$ cat config.mk
export PLATFORM = sky130hd
export DESIGN_NAME = inst_encoder_flat
export DESIGN_NICKNAME = d
export VERILOG_FILES = /design/src/rtl/inst_encoder_if.sv /design/src/rtl/inst_encoder.sv /design/src/flat_wrapper.sv
export SDC_FILE = /design/constraint.sdc
export NUM_CORES = 1
export LEC_CHECK = 0
export CAP_MARGIN = 20
export CORE_UTILIZATION = 51
export CTS_CLUSTER_SIZE = 24
export DETAILED_ROUTE_END_ITERATION = 8
export GPL_TIMING_DRIVEN = 0
export HOLD_SLACK_MARGIN = 0.06
export PLACE_DENSITY = 0.93
export SLEW_MARGIN = 20
export SYNTH_ARGS = -nofsm -noshare
export SYNTH_HDL_FRONTEND = slang
export SYNTH_SLANG_ARGS = --single-unit
$ cat constraint.sdc
create_clock -name clk -period 3.05 [get_ports clk]
set_clock_uncertainty 0.05 [all_clocks]
set_input_delay 0.305 -clock clk [delete_from_list [all_inputs] [get_ports clk]]
set_output_delay 0.305 -clock clk [all_outputs]
set_load 0.005 [all_outputs]
$ cat src/rtl/inst_encoder_if.sv
// Request / instruction-memory bus for inst_encoder.
//   req_*        : decoded instruction request (valid/ready handshake)
//   imem_*       : encoded-word write port toward instruction memory
//   inst_count   : words written since reset/clear
//   done, err    : halt written / illegal op seen (sticky)
// master = environment side (request source + memory), slave = encoder.
interface inst_encoder_if;
    logic        req_valid;
    logic        req_ready;
    logic [3:0]  req_op;
    logic [4:0]  req_rs;
    logic [4:0]  req_rt;
    logic [4:0]  req_rd;
    logic [4:0]  req_shamt;
    logic [15:0] req_imm;
    logic [25:0] req_target;
    logic        imem_we;
    logic        imem_wr_ready;
    logic [31:0] imem_addr;
    logic [31:0] imem_wdata;
    logic [15:0] inst_count;
    logic        done;
    logic        err;

    modport master (
        output req_valid, req_op, req_rs, req_rt, req_rd, req_shamt, req_imm, req_target,
        output imem_wr_ready,
        input  req_ready, imem_we, imem_addr, imem_wdata, inst_count, done, err
    );

    modport slave (
        input  req_valid, req_op, req_rs, req_rt, req_rd, req_shamt, req_imm, req_target,
        input  imem_wr_ready,
        output req_ready, imem_we, imem_addr, imem_wdata, inst_count, done, err
    );
endinterface

$ cat src/rtl/inst_encoder.sv
// Encodes instruction requests into 32-bit MIPS-style words, buffers them in
// a small FIFO and streams them to instruction memory at consecutive word
// addresses starting at BASE_ADDR.
// Ports: clk, rst (async, active high), clear (sync restart), bus (slave view
// of inst_encoder_if: request handshake, imem write port, count/done/err).
//
// state | meaning
// RUN   | accepting requests and draining encoded words to memory
// DONE  | halt word written; idle until rst or clear
module inst_encoder #(
    parameter int          DEPTH     = 4,
    parameter logic [31:0] BASE_ADDR = 32'h0000_0000
) (
    input  logic           clk,
    input  logic           rst,
    input  logic           clear,
    inst_encoder_if.slave  bus
);
    localparam int          PW        = (DEPTH > 1) ? $clog2(DEPTH) : 1;
    localparam logic [31:0] HALT_WORD = 32'hFC00_0000;
    localparam logic [3:0]  OP_HALT   = 4'd14;
    localparam logic [3:0]  OP_ILL    = 4'd15;

    typedef enum logic {RUN = 1'b0, DONE = 1'b1} state_t;

    logic [31:0]   mem_q [DEPTH];
    logic [PW-1:0] wr_ptr_q, wr_ptr_d;
    logic [PW-1:0] rd_ptr_q, rd_ptr_d;
    logic [PW:0]   occ_q, occ_d;
    state_t        state_q, state_d;
    logic          halt_acc_q, halt_acc_d;
    logic          err_q, err_d;
    logic [15:0]   cnt_q, cnt_d;

    logic [31:0]   enc_word;
    logic          fifo_full, fifo_empty, accept, push, pop;

    assign fifo_full  = (occ_q == (PW+1)'(DEPTH));
    assign fifo_empty = (occ_q == '0);

    assign bus.req_ready  = (state_q == RUN) && !fifo_full && !halt_acc_q;
    assign bus.imem_we    = !fifo_empty;
    assign bus.imem_wdata = mem_q[rd_ptr_q];
    assign bus.imem_addr  = BASE_ADDR + {14'd0, cnt_q, 2'b00};
    assign bus.inst_count = cnt_q;
    assign bus.done       = (state_q == DONE);
    assign bus.err        = err_q;

    // clear wins over any same-cycle push or pop
    assign accept = bus.req_valid && bus.req_ready;
    assign push   = accept && (bus.req_op != OP_ILL) && !clear;
    assign pop    = bus.imem_we && bus.imem_wr_ready && !clear;

    always_comb begin
        logic [5:0] funct;
        logic [5:0] opcode;
        logic [4:0] rs_f;
        logic [4:0] sh_f;
        funct    = 6'b000000;
        opcode   = 6'b000000;
        rs_f     = bus.req_rs;
        sh_f     = 5'd0;
        enc_word = 32'h0;
        case (bus.req_op)
            4'd0: funct = 6'b100000;
            4'd1: funct = 6'b100010;
            4'd2: funct = 6'b100100;
            4'd3: funct = 6'b100101;
            4'd4: funct = 6'b101010;
            4'd5: begin
                funct = 6'b000000;
                rs_f  = 5'd0;
                sh_f  = bus.req_shamt;
            end
            4'd6:  opcode = 6'b001000;
            4'd7:  opcode = 6'b001100;
            4'd8:  opcode = 6'b001101;
            4'd9:  opcode = 6'b100011;
            4'd10: opcode = 6'b101011;
            4'd11: opcode = 6'b000100;
            4'd12: opcode = 6'b000101;
            default: ;
        endcase
        if (bus.req_op <= 4'd5)
            enc_word = {6'b000000, rs_f, bus.req_rt, bus.req_rd, sh_f, funct};
        else if (bus.req_op <= 4'd12)
            enc_word = {opcode, bus.req_rs, bus.req_rt, bus.req_imm};
        else if (bus.req_op == 4'd13)
            enc_word = {6'b000010, bus.req_target};
        else if (bus.req_op == OP_HALT)
            enc_word = HALT_WORD;
    end

    always_comb begin
        wr_ptr_d   = wr_ptr_q;
        rd_ptr_d   = rd_ptr_q;
        occ_d      = occ_q;
        state_d    = state_q;
        halt_acc_d = halt_acc_q;
        err_d      = err_q;
        cnt_d      = cnt_q;
        if (clear) begin
            wr_ptr_d   = '0;
            rd_ptr_d   = '0;
            occ_d      = '0;
            state_d    = RUN;
            halt_acc_d = 1'b0;
            err_d      = 1'b0;
            cnt_d      = 16'd0;
        end else begin
            if (push)
                wr_ptr_d = wr_ptr_q + 1'b1;
            if (pop) begin
                rd_ptr_d = rd_ptr_q + 1'b1;
                cnt_d    = cnt_q + 16'd1;
                // halt is the only op that can produce this word
                if (bus.imem_wdata == HALT_WORD)
                    state_d = DONE;
            end
            case ({push, pop})
                2'b10:   occ_d = occ_q + 1'b1;
                2'b01:   occ_d = occ_q - 1'b1;
                default: occ_d = occ_q;
            endcase
            if (accept && bus.req_op == OP_HALT)
                halt_acc_d = 1'b1;
            if (accept && bus.req_op == OP_ILL)
                err_d = 1'b1;
        end
    end

    always_ff @(posedge clk or posedge rst) begin
        if (rst) begin
            wr_ptr_q   <= '0;
            rd_ptr_q   <= '0;
            occ_q      <= '0;
            state_q    <= RUN;
            halt_acc_q <= 1'b0;
            err_q      <= 1'b0;
            cnt_q      <= 16'd0;
        end else begin
            wr_ptr_q   <= wr_ptr_d;
            rd_ptr_q   <= rd_ptr_d;
            occ_q      <= occ_d;
            state_q    <= state_d;
            halt_acc_q <= halt_acc_d;
            err_q      <= err_d;
            cnt_q      <= cnt_d;
        end
    end

    // storage needs no reset: occupancy alone decides what is valid
    always_ff @(posedge clk) begin
        if (push && !rst)
            mem_q[wr_ptr_q] <= enc_word;
    end
endmodule
$ cat src/flat_wrapper.sv
// flat-port wrapper written by rule: the top's interface ports become plain ports
module inst_encoder_flat 
#(
    parameter int          DEPTH     = 4,
    parameter logic [31:0] BASE_ADDR = 32'h0000_0000
)
  (clk, rst, clear, bus_req_valid, bus_req_op, bus_req_rs, bus_req_rt, bus_req_rd, bus_req_shamt, bus_req_imm, bus_req_target, bus_imem_wr_ready, bus_req_ready, bus_imem_we, bus_imem_addr, bus_imem_wdata, bus_inst_count, bus_done, bus_err);
  inst_encoder_if bus_i ();
  input  logic clk;
  input  logic rst;
  input  logic clear;
  input wire logic [$bits(bus_i.req_valid)-1:0] bus_req_valid;
  input wire logic [$bits(bus_i.req_op)-1:0] bus_req_op;
  input wire logic [$bits(bus_i.req_rs)-1:0] bus_req_rs;
  input wire logic [$bits(bus_i.req_rt)-1:0] bus_req_rt;
  input wire logic [$bits(bus_i.req_rd)-1:0] bus_req_rd;
  input wire logic [$bits(bus_i.req_shamt)-1:0] bus_req_shamt;
  input wire logic [$bits(bus_i.req_imm)-1:0] bus_req_imm;
  input wire logic [$bits(bus_i.req_target)-1:0] bus_req_target;
  input wire logic [$bits(bus_i.imem_wr_ready)-1:0] bus_imem_wr_ready;
  output wire logic [$bits(bus_i.req_ready)-1:0] bus_req_ready;
  output wire logic [$bits(bus_i.imem_we)-1:0] bus_imem_we;
  output wire logic [$bits(bus_i.imem_addr)-1:0] bus_imem_addr;
  output wire logic [$bits(bus_i.imem_wdata)-1:0] bus_imem_wdata;
  output wire logic [$bits(bus_i.inst_count)-1:0] bus_inst_count;
  output wire logic [$bits(bus_i.done)-1:0] bus_done;
  output wire logic [$bits(bus_i.err)-1:0] bus_err;
  assign bus_i.req_valid = bus_req_valid;
  assign bus_i.req_op = bus_req_op;
  assign bus_i.req_rs = bus_req_rs;
  assign bus_i.req_rt = bus_req_rt;
  assign bus_i.req_rd = bus_req_rd;
  assign bus_i.req_shamt = bus_req_shamt;
  assign bus_i.req_imm = bus_req_imm;
  assign bus_i.req_target = bus_req_target;
  assign bus_i.imem_wr_ready = bus_imem_wr_ready;
  assign bus_req_ready = bus_i.req_ready;
  assign bus_imem_we = bus_i.imem_we;
  assign bus_imem_addr = bus_i.imem_addr;
  assign bus_imem_wdata = bus_i.imem_wdata;
  assign bus_inst_count = bus_i.inst_count;
  assign bus_done = bus_i.done;
  assign bus_err = bus_i.err;
  inst_encoder #(.DEPTH(DEPTH), .BASE_ADDR(BASE_ADDR)) u_core (.clk(clk), .rst(rst), .clear(clear), .bus(bus_i));
endmodule
Word level (Yosys, flattened, before mapping):

Memory sizes are Yosys's and may differ from the RTL's.
Index checks and enable logic that the tools add are counted.

* register bits: 26
* logic and storage cells: 85
* bits of input ports: 71
* memories: 1
* bits in writable memories: 128

Memories
* u_core.mem_q: depth 4, bits a word 32, rd ports 1, clocked after memory_dff 0, wr ports 1, line inst_encoder.sv:26 `logic [31:0] mem_q [DEPTH];`

* reduce and logical (&&, ||, !) cells: 24
* bitwise gates (word level): 1
* equal/unequal tests: 20
* magnitude comparators: 2
* $add $sub $neg: 5
* muxes and demuxes: 25

Operators with widths (number)
* 32-bit two-way mux: 4
* 6-bit case mux with 7 select lines: 1
* 32-bit == test (second input constant): 1
* 4-bit == test (second input constant): 8
* 16-bit two-way mux: 2
* 6-bit case mux with 5 select lines: 1
* 16-bit by 1-bit adder with 16-bit output (second input constant): 1
* 4-bit by 3-bit == test with 1-bit output (second input constant): 4
* 1-bit logical AND: 10
* 5-bit two-way mux: 2
* 2-bit nonzero test: 5
* 1-bit two-way mux: 9
* 4-bit by 2-bit == test with 1-bit output (second input constant): 2
* 2-bit two-way mux: 4
* 3-bit case mux with 2 select lines: 1
* 1-bit zero test: 5
* 2-bit by 1-bit adder with 2-bit output (second input constant): 2
* 4-bit by 1-bit == test with 1-bit output (second input constant): 1
* 4-bit by 3-bit less-or-equal comparator with 1-bit output (second input constant): 1
* 4-bit less-or-equal comparator (second input constant): 1
* 4-bit zero test: 1
* 4-bit inequality test (second input constant): 1
* 3-bit by 1-bit adder with 3-bit output (second input constant): 1
* 3-bit == test (second input constant): 1
* 8 further kinds: 8

Logic depth before layout (Yosys ltp):

* word-level depth: 10
* gate-level depth with buffers: 7
* depth with buffers taken out: 6

Worst setup path before layout:

OpenSTA, ideal clock, no wires.

* kind: register to register
* start point: reg u_core.occ_q[2]
* end point: mem u_core.mem_q[0][0], enable pin
* arrival time: 2.104 ns
* buffers on the path: 1
* stages on the path, launching flop included: 6
* slack: 0.504 ns
* clock period less this slack: 2.546 ns
* cells stage by stage: dfrtp_1 -> buf_2 -> or3b_1 -> nand4_1 -> nor3_1 -> and2_1

* longest elaborated chain between the ends: 10

RTL lines
* start, declared: line inst_encoder.sv:29 `logic [PW:0] occ_q, occ_d;`
* start signal, assigned: line inst_encoder.sv:136 `occ_q <= '0;`
* start signal, assigned: line inst_encoder.sv:144 `occ_q <= occ_d;`
* 3-bit == test: line inst_encoder.sv:38 `assign fifo_full = (occ_q == (PW+1)'(DEPTH));`
* 1-bit zero test: line inst_encoder.sv:41 `assign bus.req_ready = (state_q == RUN) && !fifo_full && !halt_acc_q;`
* 1-bit logical AND (2 in a row): line inst_encoder.sv:41
* 1-bit logical AND: line inst_encoder.sv:50 `assign accept = bus.req_valid && bus.req_ready;`
* 1-bit logical AND (2 in a row): line inst_encoder.sv:51 `assign push = accept && (bus.req_op != OP_ILL) && !clear;`
* 1-bit logical AND: line inst_encoder.sv:154 `if (push && !rst)`
* 1-bit two-way mux: line inst_encoder.sv:154
* 1-bit two-way mux (not written as such): line inst_encoder.sv:155 `mem_q[wr_ptr_q] <= enc_word;`
* end, declared: line inst_encoder.sv:26

Every way passes these cells.

Worst setup path in the final report:

* start point: reg u_core.rd_ptr_q[1]
* end point: out bus_imem_wdata[15]

* longest elaborated chain between the ends: 1

RTL lines
* start, declared: line inst_encoder.sv:28 `logic [PW-1:0] rd_ptr_q, rd_ptr_d;`
* start signal, assigned: line inst_encoder.sv:143 `rd_ptr_q <= rd_ptr_d;`
* memory 4 x 32 bit
* end, declared: line flat_wrapper.sv:24 `output wire logic [$bits(bus_i.imem_wdata)-1:0] bus_imem_wdata;`

Every way passes these cells.

==> run_summary.xml <==
<?xml version="1.0" encoding="UTF-8"?>
<metrics>
  <group name="global_routing">
    <metric name="grt_antenna_before_repair" unit="">0</metric>
    <metric name="gr-total-overflow" unit="">0</metric>
    <metric name="grt_util_all_layers" unit="%">27.97</metric>
    <metric name="grt_start_max_net_pins" unit="">27</metric>
    <metric name="grt_pass1_vias" unit="">5055</metric>
    <metric name="global_route_wire_length_before_repair" unit="mm">28.77</metric>
  </group>
  <group name="floorplan">
    <metric name="die_height" unit="um">118.7</metric>
    <metric name="io_pins" unit="">155</metric>
    <metric name="die-width" unit="um">118.7</metric>
    <metric name="initial_core_util" unit="%">52.42</metric>
    <metric name="rows" unit="">42</metric>
    <metric name="floorplan.die_area" unit="sq um">14080</metric>
    <metric name="fp.coreArea" unit="sq um">13240</metric>
  </group>
  <group name="clock_tree">
    <metric name="clock-sinks" unit="">154</metric>
    <metric name="cts.repair.resized" unit="">0</metric>
    <metric name="insertion_delay" unit="ns">0.43</metric>
    <metric name="cts.htree.levels" unit="">4</metric>
    <metric name="post-cts-setup-buffer-count" unit="">0</metric>
    <metric name="clk_root_buffer_cell" unit="">clkbuf_16</metric>
    <metric name="tritoncts_clock_tree" unit="">done</metric>
    <metric name="cts_inserted_buffers" unit="">17</metric>
    <metric name="cts-hold-fix-buffers" unit="">0</metric>
    <metric name="clock_path_buffers" unit="">2</metric>
    <metric name="cts.reportedPaths.clkPinSlew" unit="ns">0.06</metric>
  </group>
  <group name="pwr">
    <metric name="p_seq_share" unit="%">39.3</metric>
    <metric name="combPwrFrac" unit="%">26.3</metric>
    <metric name="pwr_density_cell" unit="nW/um^2">671.4</metric>
    <metric name="p_total" unit="mW">6.271</metric>
    <metric name="max-vdd-ir-drop" unit="uV">405.2</metric>
    <metric name="power.switching_fraction" unit="%">26.74</metric>
    <metric name="power_leakage" unit="nW">3.334</metric>
    <metric name="power_report.internal_total" unit="mW">4.594</metric>
    <metric name="power.clock.fraction" unit="%">34.5</metric>
    <metric name="total_switching_power" unit="mW">1.677</metric>
  </group>
  <group name="synthesis">
    <metric name="synth_cell_type_count" unit="">47</metric>
    <metric name="async_reset_ff_share" unit="%">16.88</metric>
    <metric name="number_of_enable_type_register_cells_in_the_synthesized_netlist" unit="">128</metric>
    <metric name="synthesis.yosys.warnings" unit="">0</metric>
    <metric name="synthesis.area" unit="sq um">6942</metric>
    <metric name="postSynthAreaPerCell" unit="sq um">15.03</metric>
    <metric name="syn-instance-count" unit="">462</metric>
    <metric name="seq_area_frac_synth" unit="%">64.74</metric>
    <metric name="synth_ff_type" unit="">edfxtp_1</metric>
    <metric name="biggest_area_contributors_in_the_synthesized_netlist" unit="">edfxtp_1, mux4_2, dfrtp_1</metric>
    <metric name="post-synth-top-area-cell" unit="">edfxtp_1</metric>
    <metric name="ys_ff_latch" unit="">154</metric>
    <metric name="netlist.area_leader.share" unit="%">55.37</metric>
  </group>
  <group name="finish">
    <metric name="num_antenna_cells" unit="">0</metric>
    <metric name="mostFrequentLayoutCells" unit="">clkdlybuf4s50_1, edfxtp_1, nor2_1, mux4_2, buf_4</metric>
    <metric name="layout.core_utilization" unit="%">70.53</metric>
    <metric name="layout_commonest_cell" unit="">clkdlybuf4s50_1</metric>
    <metric name="flow.area_growth_from_synthesis" unit="%">34.55</metric>
    <metric name="layout.nets" unit="">716</metric>
    <metric name="drive_gt1_share" unit="%">17.20</metric>
    <metric name="filler_cell_count" unit="">790</metric>
  </group>
  <group name="sta">
    <metric name="timing_worst_slew_pin_value" unit="ns">0.7705</metric>
    <metric name="finalHoldViolations" unit="">0</metric>
    <metric name="final.setup.worst_slack" unit="ns">0.05755</metric>
    <metric name="final.period_utilization" unit="%">98.11</metric>
    <metric name="timing.fmax" unit="GHz">0.3342</metric>
    <metric name="worst_slew_margin_rel" unit="%">47.93</metric>
    <metric name="finalWorstPathRequiredPeriod" unit="ns">2.992</metric>
    <metric name="setup_viol_count_final" unit="">0</metric>
    <metric name="holdWs" unit="ns">0.1662</metric>
    <metric name="grt_setup_unrepaired" unit="">no</metric>
    <metric name="timing.final.max_slew_violations" unit="">0</metric>
  </group>
  <group name="detailed_routing">
    <metric name="route.final.wire_length" unit="mm">19.00</metric>
    <metric name="detail_route.first_pass.iterations" unit="">7</metric>
    <metric name="route.detailed.wl_per_inst" unit="um">22.98</metric>
    <metric name="route.vias.total" unit="">4998</metric>
    <metric name="route.antenna.remaining_nets" unit="">0</metric>
    <metric name="detailedRoute.firstIterationViolations" unit="">773</metric>
    <metric name="drt-vias-per-instance" unit="">6.044</metric>
    <metric name="drt_drc_violations_left" unit="">0</metric>
  </group>
  <group name="setup_path">
    <metric name="critical_path_endpoint_category" unit="">output pin</metric>
    <metric name="r2r.worst_path.cells" unit="">6</metric>
    <metric name="worstPathRequired" unit="ns">2.69</metric>
    <metric name="critical_path_type" unit="">register to output pin</metric>
    <metric name="cp-endpoint" unit="">bus_imem_wdata[15]</metric>
    <metric name="r2r_slack" unit="ns">0.27</metric>
    <metric name="max_stage_delay" unit="ns">0.62</metric>
    <metric name="crit_path_start_kind" unit="">register</metric>
    <metric name="cpMostUsedCell" unit="">clkbuf_1</metric>
    <metric name="worstPathCellList" unit="">clkbuf_1 -&gt; clkbuf_1 -&gt; mux4_2 -&gt; clkdlybuf4s50_1</metric>
    <metric name="critPathArrivalTime" unit="ns">2.64</metric>
    <metric name="startpoint" unit="">u_core.rd_ptr_q[1]</metric>
    <metric name="cp_max_fo" unit="">10</metric>
    <metric name="critical_path.reg2reg.startpoint" unit="">u_core.rd_ptr_q[1]</metric>
    <metric name="r2r_end" unit="">u_core.bus.done</metric>
    <metric name="critPathSlowestCell" unit="">clkbuf_1</metric>
  </group>
  <group name="run_status">
    <metric name="status" unit="">completed</metric>
  </group>
  <group name="place">
    <metric name="gp_congestion" unit="">0.9027</metric>
    <metric name="preCtsSetupSlack" unit="ns">0.04023</metric>
    <metric name="place.port_buffers" unit="">138</metric>
    <metric name="dpl.hpwl" unit="mm">12.82</metric>
  </group>
  <group name="worst_hold_path">
    <metric name="timing.hold.worst.class" unit="">input pin to asynchronous set/reset pin</metric>
  </group>
  <group name="run">
    <metric name="maxCapViolCount" unit="">0</metric>
  </group>
</metrics>
[sequential cells by signal, indices dropped and copies added, names as in the netlist]
register	flops
u_core.bus.err	1
u_core.bus.inst_count	16
u_core.wr_ptr_q	2
u_core.rd_ptr_q	2
u_core.halt_acc_q	1
u_core.bus.done	1
u_core.occ_q	3
u_core.mem_q	128
[worst min path at each step]
stage / endpoint / slack (ns) / depth (start not counted)
5_1_grt: u_core.bus.inst_count[0] / 0.18 / 2
2_1_floorplan: u_core.bus.done / 0.30 / 1
6_report: u_core.bus.done / 0.17 / 2
4_1_cts: u_core.bus.inst_count[2] / 0.47 / 2
3_3_place_gp: u_core.halt_acc_q / 0.43 / 2
3_5_place_dp: u_core.bus.err / 0.46 / 2
[synth_stat cells (9+ instances only)]
master and number:
a22oi_1 15, mux4_2 32, inv_1 9, dfrtp_1 26
o21ai_0 11, buf_4 32, nor2_1 32, clkbuf_1 18
edfxtp_1 128, a21oi_1 10, nand2_1 24, xnor2_1 11
o21ai_1 12
[cell families (layout without fill, tap and decap cells)]
kind of cell,after synthesis,count (layout),share of synthesized area (%)
AND/OR/NAND/NOR,111,111,8.274
buffers and inverters,66,240,5.786
flip-flops,154,154,64.74
adder cells (fa/ha/maj),6,6,1.190
other,1,16,0.05402
XOR/XNOR,19,19,2.397
multiplexers,35,35,10.81
AO/OA/AOI/OAI,70,70,6.741
[area by class of cell]
class	instances	area, sq um	share of cell area, %
plain buffers	57	367.9	3.938
clock buffers	18	429.2	4.595
clock inverters	13	168.9	1.808
inverters	9	33.78	0.3617
multi-input cells	257	2107	22.56
flip-flops and latches	154	4494	48.12
well taps	176	220.2	2.358
repair buffers	143	1519	16.26
[routing by layer]
| layer | GRT usage [%] | routed length (um) | vias to the layer above |
|---|---|---|---|
| li1 | - | - | 2088 |
| met1 | 33.91 | 6735 | 2414 |
| met2 | 46.97 | 9636 | 434 |
| met3 | 6.660 | 1998 | 62 |
| met4 | 13.77 | 634 | 0 |
| met5 | 0 | 0 | - |
[worst max-delay path: cells and delay by family (launching register included)]
kind,cells,cell delay [ns]
muxes,1,0.46
buffers and inverters,3,1.43
DFF,1,0.32
[power groups by stage]
stage                     sequential [mW]  combinational, mW  clock (mW)
after global routing                 2.47               1.74        2.24
final                                2.46               1.65        2.16
after global placement               2.49               1.55           0
after floorplan                      2.48              0.894           0
after CTS                            2.46               1.64        2.16
after detailed placement             2.50               1.61           0
[through the flow]
stage | cells | cell area, sq um | setup TNS, ns
after floorplan | 477 | 6998 | 0
after global placement | 791 | 8600 | -56.37
after detailed placement | 795 | 8715 | 0
after CTS | 826 | 9313 | 0
after global routing | 827 | 9340 | 0
final | 827 | 9340 | 0
(Power assumes the default switching activity.)
